File: config.mk
export PLATFORM = sky130hd
export DESIGN_NAME = labs_result_sink
export DESIGN_NICKNAME = d
export VERILOG_FILES = /design/src/rtl/labs_pkg.sv /design/src/rtl/labs_result_sink_sat_counter.sv /design/src/rtl/labs_result_sink.sv
export SDC_FILE = /design/constraint.sdc
export NUM_CORES = 1
export LEC_CHECK = 0
export CAP_MARGIN = 20
export CORE_UTILIZATION = 47
export CTS_BUF_LIST = sky130_fd_sc_hd__clkbuf_8
export DETAILED_ROUTE_END_ITERATION = 7
export PLACE_DENSITY = 0.88
export SLEW_MARGIN = 10
export SYNTH_ARGS = -nofsm -noshare
export SYNTH_HDL_FRONTEND = slang
export SYNTH_SLANG_ARGS = --single-unit
File: constraint.sdc
create_clock -name clk -period 4.64 [get_ports clk]
set_clock_uncertainty 0.05 [all_clocks]
set_input_delay 0.928 -clock clk [delete_from_list [all_inputs] [get_ports clk]]
set_output_delay 0.928 -clock clk [all_outputs]
set_load 0.01 [all_outputs]
File: src/rtl/labs_pkg.sv
// rtl/labs_pkg.sv - shared widths and result-sink state encoding for the LABS datapath
package labs_pkg;

  // Default widths shared with calc_e_pl and the sequence generator.
  localparam int SEQ_WIDTH = 20;
  localparam int E_WIDTH   = 20;
  localparam int CNT_WIDTH = 32;

  // Result-sink control states.
  typedef enum logic [1:0] {
    IDLE = 2'd0,
    RUN  = 2'd1,
    DONE = 2'd2
  } sink_state_t;

endpackage

File: src/rtl/labs_result_sink_sat_counter.sv
// rtl/labs_result_sink_sat_counter.sv - saturating up-counter with clear, load and enable
module sat_counter #(
  parameter int WIDTH = 32
) (
  input  logic             clk,
  input  logic             rst,
  input  logic             clr,
  input  logic             load,
  input  logic [WIDTH-1:0] load_val,
  input  logic             en,
  output logic [WIDTH-1:0] q
);

  // Clear beats load beats increment; the count sticks once it reaches all-ones.
  always_ff @(posedge clk or posedge rst) begin
    if (rst) begin
      q <= '0;
    end else if (clr) begin
      q <= '0;
    end else if (load) begin
      q <= load_val;
    end else if (en && !(&q)) begin
      q <= q + WIDTH'(1);
    end
  end

endmodule

File: src/rtl/labs_result_sink.sv
// rtl/labs_result_sink.sv - min-energy result sink for the calc_e_pl output stream
module labs_result_sink #(
  parameter int SEQ_WIDTH = labs_pkg::SEQ_WIDTH,
  parameter int E_WIDTH   = labs_pkg::E_WIDTH,
  parameter int CNT_WIDTH = labs_pkg::CNT_WIDTH
) (
  input  logic                 clk,
  input  logic                 rst,
  input  logic                 i_start,
  input  logic [CNT_WIDTH-1:0] i_total,
  input  logic                 i_pause,
  input  logic [SEQ_WIDTH-1:0] i_seq,
  input  logic [E_WIDTH-1:0]   i_e,
  input  logic                 i_valid,
  output logic                 o_ready,
  output logic [SEQ_WIDTH-1:0] o_best_seq,
  output logic [E_WIDTH-1:0]   o_best_e,
  output logic [CNT_WIDTH-1:0] o_best_cnt,
  output logic [CNT_WIDTH-1:0] o_count,
  output logic                 o_busy,
  output logic                 o_done,
  output logic                 o_new_best
);

  import labs_pkg::*;

  sink_state_t          state;
  sink_state_t          state_nxt;
  logic [CNT_WIDTH-1:0] total;
  logic                 accept;
  logic                 lower;
  logic                 tie;
  logic                 final_accept;

  // Ready depends only on registered state and the host pause, never on i_valid.
  assign o_ready = (state == RUN) && !i_pause;
  assign o_busy  = (state == RUN);
  assign o_done  = (state == DONE);

  // A start on the same edge wins, so the coincident result is dropped.
  assign accept       = i_valid && o_ready && !i_start;
  assign lower        = (i_e < o_best_e);
  assign tie          = (i_e == o_best_e);
  assign final_accept = accept && ((o_count + CNT_WIDTH'(1)) == total);

  // State register.
  always_ff @(posedge clk or posedge rst) begin
    if (rst) begin
      state <= IDLE;
    end else begin
      state <= state_nxt;
    end
  end

  // Next state: run ends on the accept that reaches the total; start re-arms from anywhere.
  always_comb begin
    state_nxt = state;
    case (state)
      IDLE:    state_nxt = IDLE;
      RUN:     if (final_accept) state_nxt = DONE;
      DONE:    state_nxt = DONE;
      default: state_nxt = IDLE;
    endcase
    if (i_start) begin
      state_nxt = (i_total == '0) ? DONE : RUN;
    end
  end

  // Latch the expected result count at start.
  always_ff @(posedge clk or posedge rst) begin
    if (rst) begin
      total <= '0;
    end else if (i_start) begin
      total <= i_total;
    end
  end

  // Track minimum energy and its first sequence; pulse new_best on a strictly lower energy.
  always_ff @(posedge clk or posedge rst) begin
    if (rst) begin
      o_best_e   <= '1;
      o_best_seq <= '0;
      o_new_best <= 1'b0;
    end else begin
      o_new_best <= 1'b0;
      if (i_start) begin
        o_best_e   <= '1;
        o_best_seq <= '0;
      end else if (accept) begin
        if (lower) begin
          o_best_e   <= i_e;
          o_best_seq <= i_seq;
          o_new_best <= 1'b1;
        end else if (tie && (o_best_cnt == '0)) begin
          // All-ones energy against the untouched initial minimum: first holder of the tie.
          o_best_seq <= i_seq;
        end
      end
    end
  end

  // Tie counter: reloads to one on a new minimum, saturating increment on equal energy.
  sat_counter #(
    .WIDTH(CNT_WIDTH)
  ) u_best_cnt (
    .clk     (clk),
    .rst     (rst),
    .clr     (i_start),
    .load    (accept && lower),
    .load_val(CNT_WIDTH'(1)),
    .en      (accept && tie),
    .q       (o_best_cnt)
  );

  // Accepted-result counter; it never saturates because the run stops at total.
  sat_counter #(
    .WIDTH(CNT_WIDTH)
  ) u_count (
    .clk     (clk),
    .rst     (rst),
    .clr     (i_start),
    .load    (1'b0),
    .load_val('0),
    .en      (accept),
    .q       (o_count)
  );

endmodule

## After elaboration in Yosys (flattened, before gate mapping)

Index checks and enable logic that the tools add are counted.

| storage, ports and cells | value |
|---|---|
| input bits | 77 |
| word-level logic and storage cells | 58 |
| register bits | 139 |
| output and inout bits | 108 |

| operators by class | value |
|---|---|
| mux-type cells | 19 |
| $lt $le $gt $ge | 1 |
| reductions and logical operators | 24 |
| $add $sub $neg | 2 |
| equal/unequal tests | 5 |

Operators with widths:

| operator | number |
|---|---|
| $mux W32 | 5 |
| $mux W20 | 7 |
| $add A32 B1 Y32 const B | 2 |
| $logic_not A32 Y1 | 2 |
| $reduce_and A32 Y1 | 2 |
| $eq A32 B32 Y1 | 1 |
| $eq A20 B20 Y1 | 1 |
| $lt A20 B20 Y1 | 1 |
| $logic_and A1 B1 Y1 | 9 |
| $mux W2 | 3 |
| $reduce_bool A2 Y1 | 3 |
| $reduce_bool A3 Y1 | 2 |
| $logic_not A1 Y1 | 4 |
| $pmux W2 S2 | 1 |
| $reduce_and A2 Y1 | 2 |
| $mux W1 | 3 |
| $ne A3 B2 Y1 const B | 1 |
| $eq A2 B1 Y1 const B | 1 |
| $eq A2 B2 Y1 const B | 1 |

## Longest topological paths before layout

| depth | value |
|---|---|
| depth in word-level cells | 9 |
| depth in mapped cells | 12 |
| gate-level depth less buffers | 10 |

## Hierarchy

From an unflattened synthesis, not the netlist that was laid out.

| unflattened totals | value |
|---|---|
| cell total of the unflattened synthesis | 1011 |
| area total of the unflattened synthesis | 9436.6 um^2 |

By module, submodules not included:

| module | times used | area each (um^2) | cells each | seq. area each (um^2) |
|---|---|---|---|---|
| labs_result_sink | 1 | 5012.3 | 501 | 1901.8 |
| sat_counter | 2 | 2212.1 | 255 | 800.8 |

## Worst setup path before layout

No wires, ideal clock.

| timing path | value |
|---|---|
| path type | input to register |
| start | input port i_e[19] |
| end | register u_best_cnt.q[17] |
| data required time | 4458 ps |
| library setup time | 132 ps |
| path buffers | 1 |
| arrival | 2965 ps |
| path slack | 1494 ps |
| stages | 10 |
| cells stage by stage | ha_1 -> nand4_1 -> nor4_1 -> nand3_1 -> a31oi_1 -> clkbuf_1 -> nand2_1 -> or4_1 -> xnor2_1 -> nor2_1 |

| on the way | value |
|---|---|
| word-level cells in the longest chain between the ends | 4 |
| elaborated cells between the ends (all ways) | 8 |
| classes of those cells | order compare (1); eq/ne (1); mux (2); reduce/logical (4) |

Ends and longest elaborated chain:

| item | RTL line | text |
|---|---|---|
| start: declaration | labs_result_sink.sv:13 | `input logic [E_WIDTH-1:0] i_e,` |
| $lt A20 B20 Y1 / $eq A20 B20 Y1 (equally long branches) | labs_result_sink.sv:42, labs_result_sink.sv:43 |  |
| $logic_and A1 B1 Y1 (on tied branches) | labs_result_sink.sv:109, labs_result_sink.sv:111 |  |
| $mux W32 / $logic_and A1 B1 Y1 (equally long branches) | labs_result_sink_sat_counter.sv:20, labs_result_sink_sat_counter.sv:22 |  |
| $mux W32 / $reduce_bool A3 Y1 (equally long branches) | n/a |  |
| end signal: assignment | labs_result_sink_sat_counter.sv:21 | `q <= load_val;` |
| end signal: assignment | labs_result_sink_sat_counter.sv:23 | `q <= q + WIDTH'(1);` |
| end: declaration | labs_result_sink_sat_counter.sv:11 | `output logic [WIDTH-1:0] q` |

Parallel ways exist; a longest one is shown, timed or not.
A chain may end at the register's enable or synchronous reset.

## Final worst setup path

| timing path | value |
|---|---|
| start | register u_count.q[0] |
| end | register state[1] |

| on the way | value |
|---|---|
| word-level cells in the longest chain between the ends | 4 |

Ends and longest elaborated chain:

| item | RTL line | text |
|---|---|---|
| start: declaration | labs_result_sink_sat_counter.sv:11 |  |
| start signal: assignment | labs_result_sink_sat_counter.sv:21 |  |
| start signal: assignment | labs_result_sink_sat_counter.sv:23 |  |
| $add A32 B1 Y32 | labs_result_sink.sv:44 | `assign final_accept = accept && ((o_count + CNT_WIDTH'(1)) == total);` |
| $eq A32 B32 Y1 | labs_result_sink.sv:44 |  |
| $logic_and A1 B1 Y1 | labs_result_sink.sv:44 |  |
| $ne A3 B2 Y1 (no line) | n/a |  |
| end signal: assignment | labs_result_sink.sv:51 | `state <= state_nxt;` |
| end: declaration | labs_result_sink.sv:27 | `sink_state_t state;` |

Every way passes these cells.

==> flow_summary.json <==
{
  "status": "finished clean",
  "wl_met3_mm": 1.78,
  "numCtsBuffers": 17,
  "viasPerCell": 5.85,
  "p_leak_nw": 4.25,
  "drive_above_1_share": 0.0986,
  "synth_top_area_cell": "dfrtp_1",
  "gp_congestion": 0.921,
  "grt_pass1_vias": 7342,
  "netlist_area_um2": 7980,
  "grt_max_degree": 140,
  "design.core.area_um2": 16600,
  "htreeDepth": 4,
  "nFillCells": 1344,
  "synth_common_cells": "dfrtp_1 (119), nor2_1 (76), nand2_1 (71)",
  "final_nets": 1124,
  "cts_tree": "yes",
  "yosysWarningCount": 0,
  "top_layer": "met4",
  "fin_crit_sh": 0.787,
  "die_w_um": 132,
  "worstPathArrival_ns": 3.96,
  "clk_pin_slew_ns": 0.08,
  "vias": 7340,
  "power_density_nw_per_um2": 265,
  "synth.net_count": 960,
  "cts_root_buffer": "clkbuf_8",
  "gr-total-overflow": 0,
  "synth_area_per_cell_um2": 9.31,
  "drc_errors": 0,
  "postRouteAntennaNets": 0,
  "worstSetupPathType": "reg2reg",
  "drt_iter0_markers": 808,
  "cts_resized": 0,
  "routed_wirelength_mm": 22.5,
  "antenna_cells": 0,
  "syn_to_final_growth_pct": 30.6,
  "cts_setup_buffers": 0,
  "io_buffers": 184,
  "fin_util": 0.629,
  "wire_per_inst_um": 17.9,
  "slew_violations": 0,
  "ys_async_sr_fraction": 1.00,
  "route.met2.wl_mm": 11.2,
  "hold_class": "reg2reg",
  "hpwl_mm": 16.3,
  "min_period_ns": 3.65,
  "die_y_um": 132,
  "fmax_ghz": 0.274,
  "hold_viol": 0,
  "ys_top_cells_by_area": "dfrtp_1 (37%), dfstp_2 (6.6%), xor2_1 (5.3%)",
  "grt_use_total": 0.267,
  "grt_pass1_wl_mm": 37.1,
  "synth-edff-count": 0,
  "netlist_instances": 858,
  "synth-seq-area-share": 0.439,
  "ios": 185,
  "synth_cell_types": 56,
  "die_area_um2": 17500,
  "ctsHoldBuffers": 0,
  "worstMarginPinSlew_ns": 0.960,
  "rsz0062_at_grt": "false",
  "relSlewSlack": 0.359,
  "crit_required_ns": 4.94,
  "irDropWorstVdd_v": 0.000172,
  "start_util": 0.481,
  "clockBufferDepth": 2,
  "antenna_found_initial": 0,
  "yosysTopAreaCellShare": 0.373,
  "critPathCaptureType": "register",
  "num_rows": 47,
  "setup_violations": 0,
  "clk_latency_ns": 0.45,
  "drt_first_pass_iters": 5,
  "cp_max_fo": 8,
  "synth-main-ff-cell": "dfrtp_1",
  "ys_ff_latch": 139,
  "clkSinkCount": 139,
  "drv_cap": 0,
  "synth.most_common_cell": "dfrtp_1",
  "tns_ns": 0,
  "wl_met1_mm": 8.95,
  "crit_path_start_kind": "register"
}
## sequential cells by signal, summed over array words and instances (netlist names)
name          cells
o_best_e         20
o_best_seq       20
o_new_best        1
state             2
total            32
u_best_cnt.q     32
u_count.q        32
## critical path, cell delays in order, from the launching register on
cell	delay, ns
dfrtp_1	0.52
ha_1	0.32
nand4_1	0.30
nor2_1	0.35
xor2_1	0.15
or3_1	0.37
a2111oi_0	0.70
nand4_1	0.30
o2111a_1	0.31
nor3_1	0.21
## cell families (layout without fill, tap and decap cells)
logic type      after synthesis  in the layout  share of synthesized area
buf+inv                      90            266                     0.0450
flops                       139            139                      0.439
simple gates                341            341                      0.220
compound gates              137            137                      0.109
fa+ha+maj                    25             25                     0.0392
mux                          33             33                     0.0462
xor+xnor                     93             93                      0.102
## report_power, final
part	leakage, nW	switching, mW	total, mW	internal (mW)
clock network	0.212	0.482	1.11	0.630
logic	2.24	0.169	0.347	0.178
registers	1.79	0.0416	1.30	1.26
total	4.25	0.692	2.76	2.07
## routing by layer
metal | global-route usage | vias up
li1 | - | 3386
met5 | 0 | -
met2 | 0.449 | 341
met4 | 0.0939 | 0
met1 | 0.337 | 3564
met3 | 0.0619 | 49
## per-stage QoR
| stage | worst slack, ns | hold WS (ns) | total power [mW] | cell area [um2] | instances |
|---|---|---|---|---|---|
| finish | 0.986 | 0.468 | 2.76 | 10400 | 1254 |
| global route | 0.651 | 0.505 | 2.87 | 10400 | 1254 |
| CTS | 1.02 | 0.470 | 2.78 | 10400 | 1254 |
| detailed placement | 0.537 | 0.463 | 1.67 | 9990 | 1223 |
| global placement | 0.640 | 0.451 | 1.66 | 9990 | 1223 |
| floorplan | 1.49 | 0.451 | 1.50 | 7990 | 858 |
## cells in the final DEF, fill, tap and decap left out, drive strengths merged, types with 6 or more instances in the layout
cell type      instances
or4                    6
clkbuf                17
nand4                 38
buf                   10
dfrtp                119
o21ai                 45
nor2                  76
a21o                   6
nand2                 71
or3                    8
xor2                  48
nor4                  28
dfstp                 20
and2                   7
nor3                  21
o31ai                  6
ha                    25
nand3                 51
and3                  12
and4                   6
xnor2                 45
clkdlybuf4s50        183
nor2b                  7
o211ai                23
a21oi                 31
clkinvlp               6
mux2                  31
inv                   43
## final timing paths
kind / from / end / slack, ns / depth (start not counted)
min in group asynchronous: rst / total[5] / 0.99 / 3
worst max register to register: u_count.q[0] / state[1] / 0.99 / 9
max in group asynchronous: rst / total[27] / 3.00 / 3
worst min-delay path: o_best_e[0] / o_best_e[0] / 0.47 / 2
worst min register to register: o_best_e[0] / o_best_e[0] / 0.47 / 2
worst max-delay path: u_count.q[0] / state[1] / 0.99 / 9
## cell type report
cell class	instances	area [um2]	area share
Inverter	42	161	0.0155
Multi-Input combinational cell	629	4130	0.396
Timing Repair Buffer	193	1920	0.184
Clock inverter	14	205	0.0197
Clock buffer	17	234	0.0224
Tap cell	220	275	0.0264
Sequential cell	139	3500	0.336
No activity file was read; power rests on OpenSTA's default activity.
